--- src/rtl/elastic_buffer_skp.sv ---
// Elastic buffer with SKP insert/delete for the receive symbol path; data_out is registered one cycle after rd_en.
// No backpressure: overflow/underflow pulse once and the buffer self-recovers via a one-cycle flush and refill.
module elastic_buffer_skp #(
    parameter int                DATA_W     = 10,
    parameter int                DEPTH      = 16,
    parameter logic [DATA_W-1:0] SKP_SYMBOL = 10'h0F4,
    parameter int                HI_MARK    = 10,
    parameter int                LO_MARK    = 6
) (
    input  logic                     clock,
    input  logic                     reset,
    input  logic                     wr_en,
    input  logic [DATA_W-1:0]        data_in,
    input  logic                     iRXVALID,
    input  logic                     rd_en,
    output logic [DATA_W-1:0]        data_out,
    output logic                     oRXVALID,
    output logic                     SKP_ADDED,
    output logic                     SKP_REMOVED,
    output logic                     BUFF_OVERFLOW,
    output logic                     BUFF_UNDERFLOW,
    output logic [$clog2(DEPTH):0]   fill_level
);
    localparam int CNT_W = $clog2(DEPTH) + 1;
    localparam int PTR_W = $clog2(DEPTH);
    localparam logic [CNT_W-1:0] FULL_C = CNT_W'(DEPTH);
    localparam logic [CNT_W-1:0] HALF_C = CNT_W'(DEPTH / 2);
    localparam logic [CNT_W-1:0] HI_C   = CNT_W'(HI_MARK);
    localparam logic [CNT_W-1:0] LO_C   = CNT_W'(LO_MARK);

    typedef enum logic [1:0] {FILL, RUN, FLUSH} state_t;

    state_t              state_q, state_d;
    logic [PTR_W-1:0]    wr_ptr_q, wr_ptr_d, rd_ptr_q, rd_ptr_d;
    logic [CNT_W-1:0]    cnt_q, cnt_d;
    logic [DATA_W-1:0]   dout_q, dout_d;
    logic                vld_q, vld_d;
    logic                add_q, add_d, rem_q, rem_d, ovf_q, ovf_d, unf_q, unf_d;
    logic                push, pop;
    logic [DATA_W:0]     mem [DEPTH];
    logic [DATA_W:0]     head;

    assign head = mem[rd_ptr_q];

    always_comb begin
        state_d  = state_q;
        wr_ptr_d = wr_ptr_q;
        rd_ptr_d = rd_ptr_q;
        cnt_d    = cnt_q;
        dout_d   = dout_q;
        vld_d    = vld_q;
        add_d    = 1'b0;
        rem_d    = 1'b0;
        ovf_d    = 1'b0;
        unf_d    = 1'b0;
        push     = 1'b0;
        pop      = 1'b0;
        case (state_q)
            FILL: begin
                push = wr_en;
                if (rd_en) begin
                    dout_d = SKP_SYMBOL;
                    vld_d  = 1'b0;
                end
            end
            RUN: begin
                // Read side is resolved first so a same-cycle pop frees the slot for a write at full.
                if (rd_en) begin
                    if (cnt_q == '0) begin
                        dout_d  = SKP_SYMBOL;
                        vld_d   = 1'b0;
                        unf_d   = 1'b1;
                        state_d = FLUSH;
                    end else if (cnt_q < LO_C && head == {1'b1, SKP_SYMBOL}) begin
                        dout_d = head[DATA_W-1:0];
                        vld_d  = 1'b1;
                        add_d  = 1'b1;
                    end else begin
                        pop    = 1'b1;
                        dout_d = head[DATA_W-1:0];
                        vld_d  = head[DATA_W];
                    end
                end
                if (wr_en) begin
                    if (iRXVALID && data_in == SKP_SYMBOL && cnt_q > HI_C) begin
                        rem_d = 1'b1;
                    end else if (cnt_q == FULL_C && !pop) begin
                        ovf_d   = 1'b1;
                        state_d = FLUSH;
                    end else begin
                        push = 1'b1;
                    end
                end
            end
            FLUSH: begin
                if (rd_en) begin
                    dout_d = SKP_SYMBOL;
                    vld_d  = 1'b0;
                end
                state_d = FILL;
            end
            default: state_d = FILL;
        endcase

        cnt_d    = cnt_q + CNT_W'(push) - CNT_W'(pop);
        wr_ptr_d = wr_ptr_q + PTR_W'(push);
        rd_ptr_d = rd_ptr_q + PTR_W'(pop);
        if (state_q == FILL && cnt_d >= HALF_C) begin
            state_d = RUN;
        end
        if (state_q == FLUSH) begin
            cnt_d    = '0;
            wr_ptr_d = '0;
            rd_ptr_d = '0;
        end
    end

    always_ff @(posedge clock) begin
        if (reset) begin
            state_q  <= FILL;
            wr_ptr_q <= '0;
            rd_ptr_q <= '0;
            cnt_q    <= '0;
            dout_q   <= SKP_SYMBOL;
            vld_q    <= 1'b0;
            add_q    <= 1'b0;
            rem_q    <= 1'b0;
            ovf_q    <= 1'b0;
            unf_q    <= 1'b0;
        end else begin
            state_q  <= state_d;
            wr_ptr_q <= wr_ptr_d;
            rd_ptr_q <= rd_ptr_d;
            cnt_q    <= cnt_d;
            dout_q   <= dout_d;
            vld_q    <= vld_d;
            add_q    <= add_d;
            rem_q    <= rem_d;
            ovf_q    <= ovf_d;
            unf_q    <= unf_d;
        end
    end

    // Storage needs no reset: pointers and count define which entries are live.
    always_ff @(posedge clock) begin
        if (push && !reset) begin
            mem[wr_ptr_q] <= {iRXVALID, data_in};
        end
    end

    assign data_out       = dout_q;
    assign oRXVALID       = vld_q;
    assign SKP_ADDED      = add_q;
    assign SKP_REMOVED    = rem_q;
    assign BUFF_OVERFLOW  = ovf_q;
    assign BUFF_UNDERFLOW = unf_q;
    assign fill_level     = cnt_q;
endmodule
--- config.mk ---
export PLATFORM = sky130hd
export DESIGN_NAME = elastic_buffer_skp
export DESIGN_NICKNAME = d
export VERILOG_FILES = /design/src/rtl/elastic_buffer_skp.sv
export SDC_FILE = /design/constraint.sdc
export NUM_CORES = 1
export LEC_CHECK = 0
export CORE_UTILIZATION = 45
export DETAILED_ROUTE_END_ITERATION = 6
export GPL_ROUTABILITY_DRIVEN = 1
export MAX_ROUTING_LAYER = met4
export SYNTH_ARGS = -nofsm -noshare
export SYNTH_HDL_FRONTEND = slang
export SYNTH_SLANG_ARGS = --single-unit
--- constraint.sdc ---
create_clock -name clock -period 7 [get_ports clock]
set_clock_uncertainty 0.15 [all_clocks]
set_input_delay 0.7 -clock clock [delete_from_list [all_inputs] [get_ports clock]]
set_output_delay 0.7 -clock clock [all_outputs]
set_load 0.01 [all_outputs]
==> flow_metrics.tcl, run 1 <==
set metrics [dict create \
    antenna_found_initial 0 \
    syn_inst 456 \
    clk_path_buf_depth 3 \
    viasPerCell 5.77 \
    port_buffers 34 \
    clock-sinks 206 \
    rr_worst_depth 17 \
    r2r-end "state_q[0]" \
    crit_arrival_ns 5.42 \
    cts_buffers 21 \
    wl_per_cell_um 24.4 \
    rows 49 \
    crit_buf_inv 1 \
    gp_congestion 0.825 \
    avgSynthCellArea_um2 18.1 \
    yosys_warnings 0 \
    drtPass1Iterations 5 \
    power_density_mw_per_mm2 323 \
    met3_usage_pct 4.27 \
    seq_area_frac_synth_pct 71.2 \
    reg2reg_slack_ns 1.80 \
    start_util_pct 46.0 \
    top_usage_layer "met2" \
    fp.dieArea_mm2 0.0189 \
    grt_util_met2_pct 33.6 \
    synth.distinct_cells 50 \
    p_leak_nw 3.16 \
    drive_above_1_share_pct 20.8 \
    max_slew_margin_pct 24.8 \
    synthArstFlopShare_pct 0 \
    drc 0 \
    crit_type "reg -> reg" \
    synth_compound_area_share_pct 4.41 \
    crit_fanout 32 \
    post-place-ws_ns 1.80 \
    grt_use_met1_pct 28.0 \
    fin_ws_ns 1.80 \
    cpLargestDelayFamily "compound AO/OA/AOI/OAI gates" \
    path_cells "mux4_1, a22oi_1, nand2_1, or4bb_1, o41ai_4, a21oi_1, o21bai_1, ha_1, inv_1, ha_1, fa_1, a21oi_1, nor2_1, nor2_1, xnor2_1, a31oi_1, o31a_1" \
    hold_path.class "reg -> reg" \
    dp_cells 720 \
    synth_nets 486 \
    hold_viol 0 \
    clkLatencyLatePin_ns 0.49 \
    cts_tree "yes" \
    ios 35 \
    fin_tns_setup_ns 0 \
    fin_nets 544 \
    drt_iter0_drc 358 \
    period_minus_slack_ns 5.20 \
    synth_edf_count 176 \
    nFillCells 1417 \
    worstHoldStart "oRXVALID" \
    die_w_um 137 \
    slowest_delay_ns 1.06 \
    worstReg2RegStart "rd_ptr_q[0]" \
    hpwl_um 11900 \
    globalRouteTotalUtil_pct 21.4 \
    fp.coreArea_mm2 0.0180 \
    synthMuxAreaShare_pct 13.2 \
    final_cells 757 \
    routed_wl_um 18500 \
    grt-ovfl-total 0 \
    rsz0062_at_grt "false" \
    ys.flop_type "edfxtp_1" \
    synth_top_family_by_area "multiplexers" \
    postRouteAntennaNets 0 \
    synthAdderAreaFrac_pct 2.36 \
    setup.worst_path.start "rd_ptr_q[0]" \
    num_antenna_cells 0 \
    period_share_pct 74.2 \
    fmax_ghz 0.192 \
    final-max-slew-violation-count 0 \
    maxCapViolCount 0 \
    critPathLaunchType "flip-flop" \
    grt_first_pass_wirelength_um 27400 \
    min_to "oRXVALID" \
    root_buffer "clkbuf_16" \
    grt_pass1_vias 4385 \
    worst_pin_slew_ns 1.13 \
    setup_violations 0 \
    worstHoldPathCells 1 \
    ir_worst_vdd_mv 0.180 \
    critPathSlowestCell "dfxtp_2" \
    post_cts_buffers 0 \
    vias 4368 \
    clkSlewWorstSetupHoldPaths_ns 0.06 \
    synth_area_mm2 0.00826 \
    status "finished, final reports clean" \
    synth-simple-area-share_pct 6.29 \
    cts_max_level 1 \
    cts_hold_buf 0 \
    ys_ff_latch 206 \
    die_h_um 137 \
    worstSetupEndpointType "flip-flop" \
    cp.required_ns 7.23 \
    synth-xor-area-share_pct 0.742 \
    area_growth_pct 17.6 \
    cts_resized 0 \
    grt_max_degree 38 \
]
-- power breakdown --
part	leakage (nW)	switching (mW)	internal [mW]	total, mW
Clock	0.341	0.442	0.679	1.12
Sequential	1.83	0.0770	1.39	1.46
Combinational	0.984	0.277	0.273	0.550
-- per-layer routing --
| layer | up-vias | part of all wire (%) | wire length (µm) |
|---|---|---|---|
| met5 | - | 0 | 0 |
| met4 | 0 | 2.8 | 517 |
| met3 | 34 | 6.5 | 1200 |
| met2 | 142 | 49 | 9020 |
| met1 | 2247 | 42 | 7720 |
| li1 | 1945 | - | - |
-- final cells by class --
| cell class | instances | area (µm²) | area share, % |
|---|---|---|---|
| clock buffer | 24 | 557 | 5.73 |
| multi-input combinational | 220 | 2320 | 23.9 |
| clock inverter | 13 | 139 | 1.43 |
| tap | 229 | 287 | 2.95 |
| timing repair buffer | 53 | 483 | 4.97 |
| inverter | 12 | 45.0 | 0.464 |
| sequential | 206 | 5890 | 60.6 |
-- logic make-up (layout without fill, tap and decap cells) --
group	Yosys count	after routing
AO/OA/AOI/OAI	48	48
XOR/XNOR	7	7
adder cells (fa/ha/maj)	15	15
buffers and inverters	30	102
flip-flops	206	206
multiplexers	50	50
AND/OR/NAND/NOR	100	100
-- worst max-delay path by stage --
| stage | to | slack (ns) | cells past startpoint |
|---|---|---|---|
| after floorplan | state_q[0] | 2.72 | 18 |
| after global placement | state_q[0] | 1.83 | 17 |
| after detailed placement | state_q[0] | 1.80 | 17 |
| after CTS | state_q[0] | 1.76 | 17 |
| after global routing | state_q[0] | 1.45 | 17 |
| final | state_q[0] | 1.80 | 17 |
-- through the flow --
step	hold slack (ns)	total power, mW	utilization (%)	instance area, µm²
after floorplan	0.337	1.86	-	8260
after global placement	0.329	2.04	50.2	9020
after detailed placement	0.322	2.05	50.2	9020
after CTS	0.343	3.16	54.1	9720
after global routing	0.366	3.27	54.1	9720
final	0.348	3.13	54.1	9720
-- worst register-to-register path: stages, from the launching register on --
cell and delay (ns):
dfxtp_2 1.06, mux4_1 0.69, a22oi_1 0.20, nand2_1 0.09, or4bb_1 0.60, o41ai_4 0.51, a21oi_1 0.17, o21bai_1 0.16
ha_1 0.14, inv_1 0.04, ha_1 0.20, fa_1 0.41, a21oi_1 0.14, nor2_1 0.05, nor2_1 0.11, xnor2_1 0.15
a31oi_1 0.11, o31a_1 0.11
-- cell usage in the layout (no fill, tap or decap), drive strengths merged, types with 3 or more instances in the layout --
cell type / instances
xnor2: 5
a22o: 6
o21ai: 3
nor4: 6
nor2b: 3
a22oi: 17
buf: 19
and2: 7
nor3: 16
clkbuf: 24
ha: 14
bufinv: 3
clkinv: 8
mux2i: 6
nand3: 4
clkdlybuf4s50: 34
nand2: 21
o22ai: 5
nand2b: 8
a21oi: 6
nor2: 22
edfxtp: 176
mux4: 44
dfxtp: 30
inv: 12
-- flip-flops by register name, indices dropped and copies added, names as in the netlist --
signal / count
SKP_REMOVED: 1
data_out: 10
mem: 176
state_q: 2
SKP_ADDED: 1
rd_ptr_q: 4
wr_ptr_q: 4
BUFF_OVERFLOW: 1
oRXVALID: 1
fill_level: 5
BUFF_UNDERFLOW: 1
-- cells in the mapped netlist, drive strengths merged, types with 2 or more instances --
cell	instances	area share, %
edfxtp	176	64
mux4	44	12
dfxtp	30	7.3
nor2	22	1.0
nand2	21	0.98
a22oi	17	1.5
nor3	16	0.97
ha	14	2.1
inv	12	0.55
buf	10	0.83
clkbuf	8	0.36
nand2b	8	0.61
and2	7	0.53
a21oi	6	0.36
a22o	6	0.64
mux2i	6	0.73
nor4	6	0.45
o22ai	5	0.38
xnor2	5	0.53
nand3	4	0.24
nor2b	3	0.23
o21ai	3	0.18
and3	2	0.15
o21bai	2	0.18
o31a	2	0.23
or2	2	0.15
xor2	2	0.21
Note: power is estimated with default switching activity, not from simulation.
==> inputs of run 2 (changes only) <==
Clock period 7 ns to 4.85 ns, I/O delays scaled along.
==> flow_metrics.tcl, run 2 (synthesized netlist as in run 1, its figures left out) <==
set metrics [dict create \
    status "finished, final reports clean" \
    place_area_mm2 0.00919 \
    max_slew_margin_pct 42.3 \
    clk_path_buf_depth 3 \
    cp.required_ns 5.07 \
    clkSlewWorstSetupHoldPaths_ns 0.06 \
    final-max-slew-violation-count 0 \
    setup_violations 0 \
    pwr-share-seq_pct 44.5 \
    rsz0062_at_grt "false" \
    fin_nets 564 \
    post-place-ws_ns 0.202 \
    clkPwrFrac_pct 36.5 \
    crit_fanout 7 \
    gp_congestion 0.869 \
    intPower_mw 3.45 \
    drc 0 \
    worstReg2RegStart "rd_ptr_q[3]" \
    period_share_pct 95.9 \
    fin_ws_ns 0.197 \
    clkLatencyLatePin_ns 0.50 \
    cts_tree "yes" \
    ir_worst_vdd_mv 0.355 \
    num_antenna_cells 0 \
    viasPerCell 5.70 \
    die_h_um 137 \
    port_buffers 34 \
    fmax_ghz 0.215 \
    clock-sinks 206 \
    hold_path.class "reg -> reg" \
    root_buffer "clkbuf_16" \
    fp.dieArea_mm2 0.0189 \
    comb_power_share_pct 18.9 \
    vias 4432 \
    drt_iter0_drc 331 \
    p_leak_nw 3.28 \
    hpwl_um 12200 \
    grt-ovfl-total 0 \
    power_density_mw_per_mm2 467 \
    largest-register "mem" \
    final_cell_mix "176 x edfxtp_1, 34 x clkdlybuf4s50_1, 34 x buf_4, 33 x mux4_2, 28 x dfxtp_1" \
    grt_first_pass_wirelength_um 28100 \
    switchingPower_mw 1.18 \
    crit_arrival_ns 4.88 \
    drive_above_1_share_pct 23.3 \
    rr_worst_depth 17 \
    worstSetupEndpointType "flip-flop" \
    largest_reg_flops 176 \
    fin_tns_setup_ns 0 \
    power.share.switching_pct 25.5 \
    start_util_pct 46.0 \
    postRouteAntennaNets 0 \
    grt_max_degree 34 \
    worstHoldPathCells 1 \
    antenna_found_initial 0 \
    period_minus_slack_ns 4.65 \
    die_w_um 137 \
    hold_viol 0 \
    finalInstanceArea_mm2 0.00993 \
    ios 35 \
    globalRouteTotalUtil_pct 21.7 \
    routed_wl_um 18700 \
    drtPass1Iterations 4 \
    final_common_cell "edfxtp_1" \
    area_growth_pct 20.2 \
    setup.worst_path.start "rd_ptr_q[3]" \
    grt_pass1_vias 4593 \
    cts_buffers 23 \
    wl_per_cell_um 24.1 \
    rows 49 \
    maxCapViolCount 0 \
    critPathLaunchType "flip-flop" \
    cts_hold_buf 0 \
    crit_type "reg -> reg" \
    worst_pin_slew_ns 0.859 \
    cts_max_level 1 \
    fp.coreArea_mm2 0.0180 \
    worstHoldStart "oRXVALID" \
    nFillCells 1410 \
]
[run 2: power by group through the flow]
| stage | registers [mW] | logic, mW | clock network, mW |
|---|---|---|---|
| after floorplan | 2.09 | 0.591 | 0 |
| after global placement | 2.09 | 0.879 | 0 |
| after detailed placement | 2.10 | 0.883 | 0 |
| after CTS | 2.06 | 0.887 | 1.72 |
| after global routing | 2.07 | 0.971 | 1.80 |
| final | 2.06 | 0.879 | 1.69 |
[run 2: path summary, 6_finish.rpt]
| check | to | slack [ns] |
|---|---|---|
| max | state_q[0] | 0.20 |
| min | oRXVALID | 0.33 |
| max reg2reg | state_q[0] | 0.20 |
| min reg2reg | oRXVALID | 0.33 |
[run 2: what timing repair did]
action                     CTS  global route
setup buffers                0             0
gates resized for setup      0             1
setup endpoints to repair    0             1
[run 2: per-layer routing]
metal  global-route usage [%]  vias up  part of all wire (%)
li1                         -     1991                     -
met1                     28.9     2244                    41
met2                     34.4      160                    49
met3                     3.42       37                   7.8
met4                     6.96        0                   2.2
met5                        -        -                     0
[run 2: critical path, cell delays in order (launching register included)]
cell and delay (ns):
dfxtp_1 0.38, nor2b_1 0.64, a22oi_1 0.23, nand2_1 0.21, or4bb_1 0.58, o41ai_4 0.53, a21oi_1 0.16, o21bai_1 0.16
ha_1 0.14, inv_1 0.04, ha_1 0.20, fa_1 0.42, a21oi_1 0.16, nor2_1 0.05, nor2_1 0.11, xnor2_1 0.15
a31oi_1 0.11, o31a_1 0.12
[run 2: stage by stage]
| step | total power, mW | cells | hold slack, ns | utilization [%] |
|---|---|---|---|---|
| final | 4.64 | 778 | 0.331 | 55.3 |
| after global routing | 4.84 | 778 | 0.348 | 55.3 |
| after CTS | 4.67 | 778 | 0.339 | 55.3 |
| after detailed placement | 2.98 | 738 | 0.322 | 51.2 |
| after global placement | 2.97 | 738 | 0.330 | 51.2 |
| after floorplan | 2.68 | 456 | 0.337 | - |
[run 2: area by class of cell]
cell class | count | area [µm²] | share of cell area (%)
inverter | 12 | 45.0 | 0.454
tap | 229 | 287 | 2.89
multi-input combinational | 220 | 2320 | 23.3
timing repair buffer | 71 | 656 | 6.60
clock buffer | 26 | 587 | 5.91
clock inverter | 14 | 150 | 1.51
sequential | 206 | 5890 | 59.3
==> inputs of run 3 (changes only) <==
Settings changed: CORE_ASPECT_RATIO set to 1.5.
==> flow_metrics.tcl, run 3 (synthesized netlist as in run 1, its figures left out) <==
set metrics [dict create \
    die_w_um 113 \
    globalRouteTotalUtil_pct 21.4 \
    rsz0062_at_grt "false" \
    vias 4457 \
    worst_pin_slew_ns 0.735 \
    rr_worst_depth 17 \
    max_slew_margin_pct 50.5 \
    largest-register "mem" \
    post-route-util_pct 55.2 \
    r2r-end "state_q[0]" \
    clkPwrFrac_pct 34.8 \
    final_common_cell "edfxtp_1" \
    fp.dieArea_mm2 0.0189 \
    slowest_delay_ns 0.58 \
    cts_tree "yes" \
    num_antenna_cells 0 \
    routed_wl_um 19200 \
    ios 35 \
    wl_per_cell_um 25.2 \
    drc 0 \
    drt_iter0_drc 419 \
    cts_max_level 1 \
    ir_worst_vdd_mv 0.222 \
    fin_nets 564 \
    grt_max_degree 32 \
    cp.required_ns 5.08 \
    pwr-share-seq_pct 45.4 \
    hpwl_um 12800 \
    clk_path_buf_depth 3 \
    drive_above_1_share_pct 24.6 \
    status "finished, final reports clean" \
    rows 60 \
    min_to "data_out[1]" \
    root_buffer "clkbuf_16" \
    drtPass1Iterations 6 \
    worstReg2RegStart "rd_ptr_q[0]" \
    crit_fanout 14 \
    nFillCells 1385 \
    power_density_mw_per_mm2 458 \
    hold_viol 0 \
    setup_violations 0 \
    period_minus_slack_ns 4.59 \
    postRouteAntennaNets 0 \
    critPathLaunchType "flip-flop" \
    reg2reg_slack_ns 0.26 \
    viasPerCell 5.83 \
    die_h_um 168 \
    final_cell_mix "176 x edfxtp_1, 35 x buf_4, 34 x clkdlybuf4s50_1, 33 x mux4_2, 28 x dfxtp_1" \
    crit_arrival_ns 4.82 \
    clock-sinks 206 \
    p_leak_nw 3.26 \
    hold_path.class "reg -> reg" \
    grt_first_pass_wirelength_um 28400 \
    crit_buf_inv 2 \
    path_cells "buf_12, mux4_1, a22oi_1, nand2_1, or4bb_1, o41ai_4, nor3_1, ha_1, inv_1, ha_1, fa_1, a21oi_1, nor2_1, nor2_1, xnor2_1, a31oi_1, o31a_1" \
    cts_hold_buf 0 \
    regArea_mm2 0.00589 \
    power.share.switching_pct 26.3 \
    fin_tns_setup_ns 0 \
    switchingPower_mw 1.19 \
    worstHoldPathCells 1 \
    grt-ovfl-total 0 \
    multiInputGateArea_mm2 0.00232 \
    cpLargestDelayFamily "compound AO/OA/AOI/OAI gates" \
    comb_power_share_pct 19.8 \
    worstSetupEndpointType "flip-flop" \
    start_util_pct 46.0 \
    fp.coreArea_mm2 0.0179 \
    area_growth_pct 19.9 \
    largest_reg_flops 176 \
    clkLatencyLatePin_ns 0.50 \
    crit_type "reg -> reg" \
    critPathSlowestCell "or4bb_1" \
    clkSlewWorstSetupHoldPaths_ns 0.06 \
    antenna_found_initial 0 \
    fmax_ghz 0.218 \
    cts_buffers 20 \
    period_share_pct 94.7 \
    port_buffers 34 \
    maxCapViolCount 0 \
    final-max-slew-violation-count 0 \
    grt_pass1_vias 4634 \
    gp_congestion 0.839 \
    worstHoldStart "data_out[1]" \
    intPower_mw 3.35 \
]
==> run 3: changes by cell type in the layout (fill, tap and decap cells not counted), sizes merged <==
cell	before	now
inv	13	14
bufinv	3	2
clkinv	10	6
clkinvlp	0	4
buf	37	39
clkbuf	26	23
==> run 3: repair_timing <==
action / CTS / global route
gates resized for setup: 0 / 5
endpoints found under the setup margin: 0 / 1
buffers inserted: 0 / 1
==> run 3: layout make-up <==
cell class              count  share of cell area [%]
clock inverters            14                    1.45
flip-flops and latches    206                    59.5
repair buffers             74                    7.06
well taps                 217                    2.74
multi-input cells         220                    23.5
inverters                  12                   0.455
clock buffers              22                    5.34
==> run 3: power groups by stage <==
stage / Clock, mW / Sequential [mW] / Combinational [mW]
finish: 1.58 / 2.06 / 0.899
detailed placement: 0 / 2.10 / 0.873
floorplan: 0 / 2.09 / 0.591
CTS: 1.61 / 2.06 / 0.878
global placement: 0 / 2.09 / 0.868
global route: 1.66 / 2.07 / 0.984
==> run 3: worst max path at each step <==
stage / from / end / slack [ns] / cells past startpoint
finish: rd_ptr_q[0] / state_q[0] / 0.26 / 17
global route: rd_ptr_q[0] / state_q[0] / 0.01 / 17
CTS: rd_ptr_q[0] / state_q[0] / 0.08 / 18
detailed placement: rd_ptr_q[0] / state_q[0] / 0.15 / 18
global placement: rd_ptr_q[0] / state_q[0] / 0.26 / 17
floorplan: rd_ptr_q[0] / state_q[0] / 0.57 / 18
==> run 3: worst reg2reg max path: cells and delay by family (launching register included) <==
family | cells | cell delay, ns
xor gates and xnor gates | 1 | 0.16
and+or+nand+nor | 5 | 0.97
DFF | 1 | 0.41
AOI/OAI and AO/OA | 5 | 1.09
buffers and inverters | 2 | 0.24
muxes | 1 | 0.57
adders and majority gates | 3 | 0.90
==> run 3: through the flow <==
step | cells | setup slack, ns | hold slack, ns | cell area, µm² | power [mW]
2_1_floorplan | 456 | 0.572 | 0.337 | 8260 | 2.68
3_3_place_gp | 727 | 0.262 | 0.331 | 9170 | 2.96
3_5_place_dp | 727 | 0.149 | 0.341 | 9170 | 2.97
4_1_cts | 763 | 0.0775 | 0.357 | 9850 | 4.54
5_1_grt | 765 | 0.0102 | 0.376 | 9900 | 4.72
6_report | 765 | 0.256 | 0.342 | 9900 | 4.54
==> run 3: per-layer routing <==
layer / routed length (µm) / global-route usage, % / vias up / share of wire [%]
met2: 10300 / 36.6 / 112 / 53
met1: 7620 / 26.5 / 2310 / 40
met3: 813 / 2.41 / 42 / 4.2
met4: 541 / 7.19 / 0 / 2.8
met5: 0 / - / - / 0
li1: - / - / 1993 / -
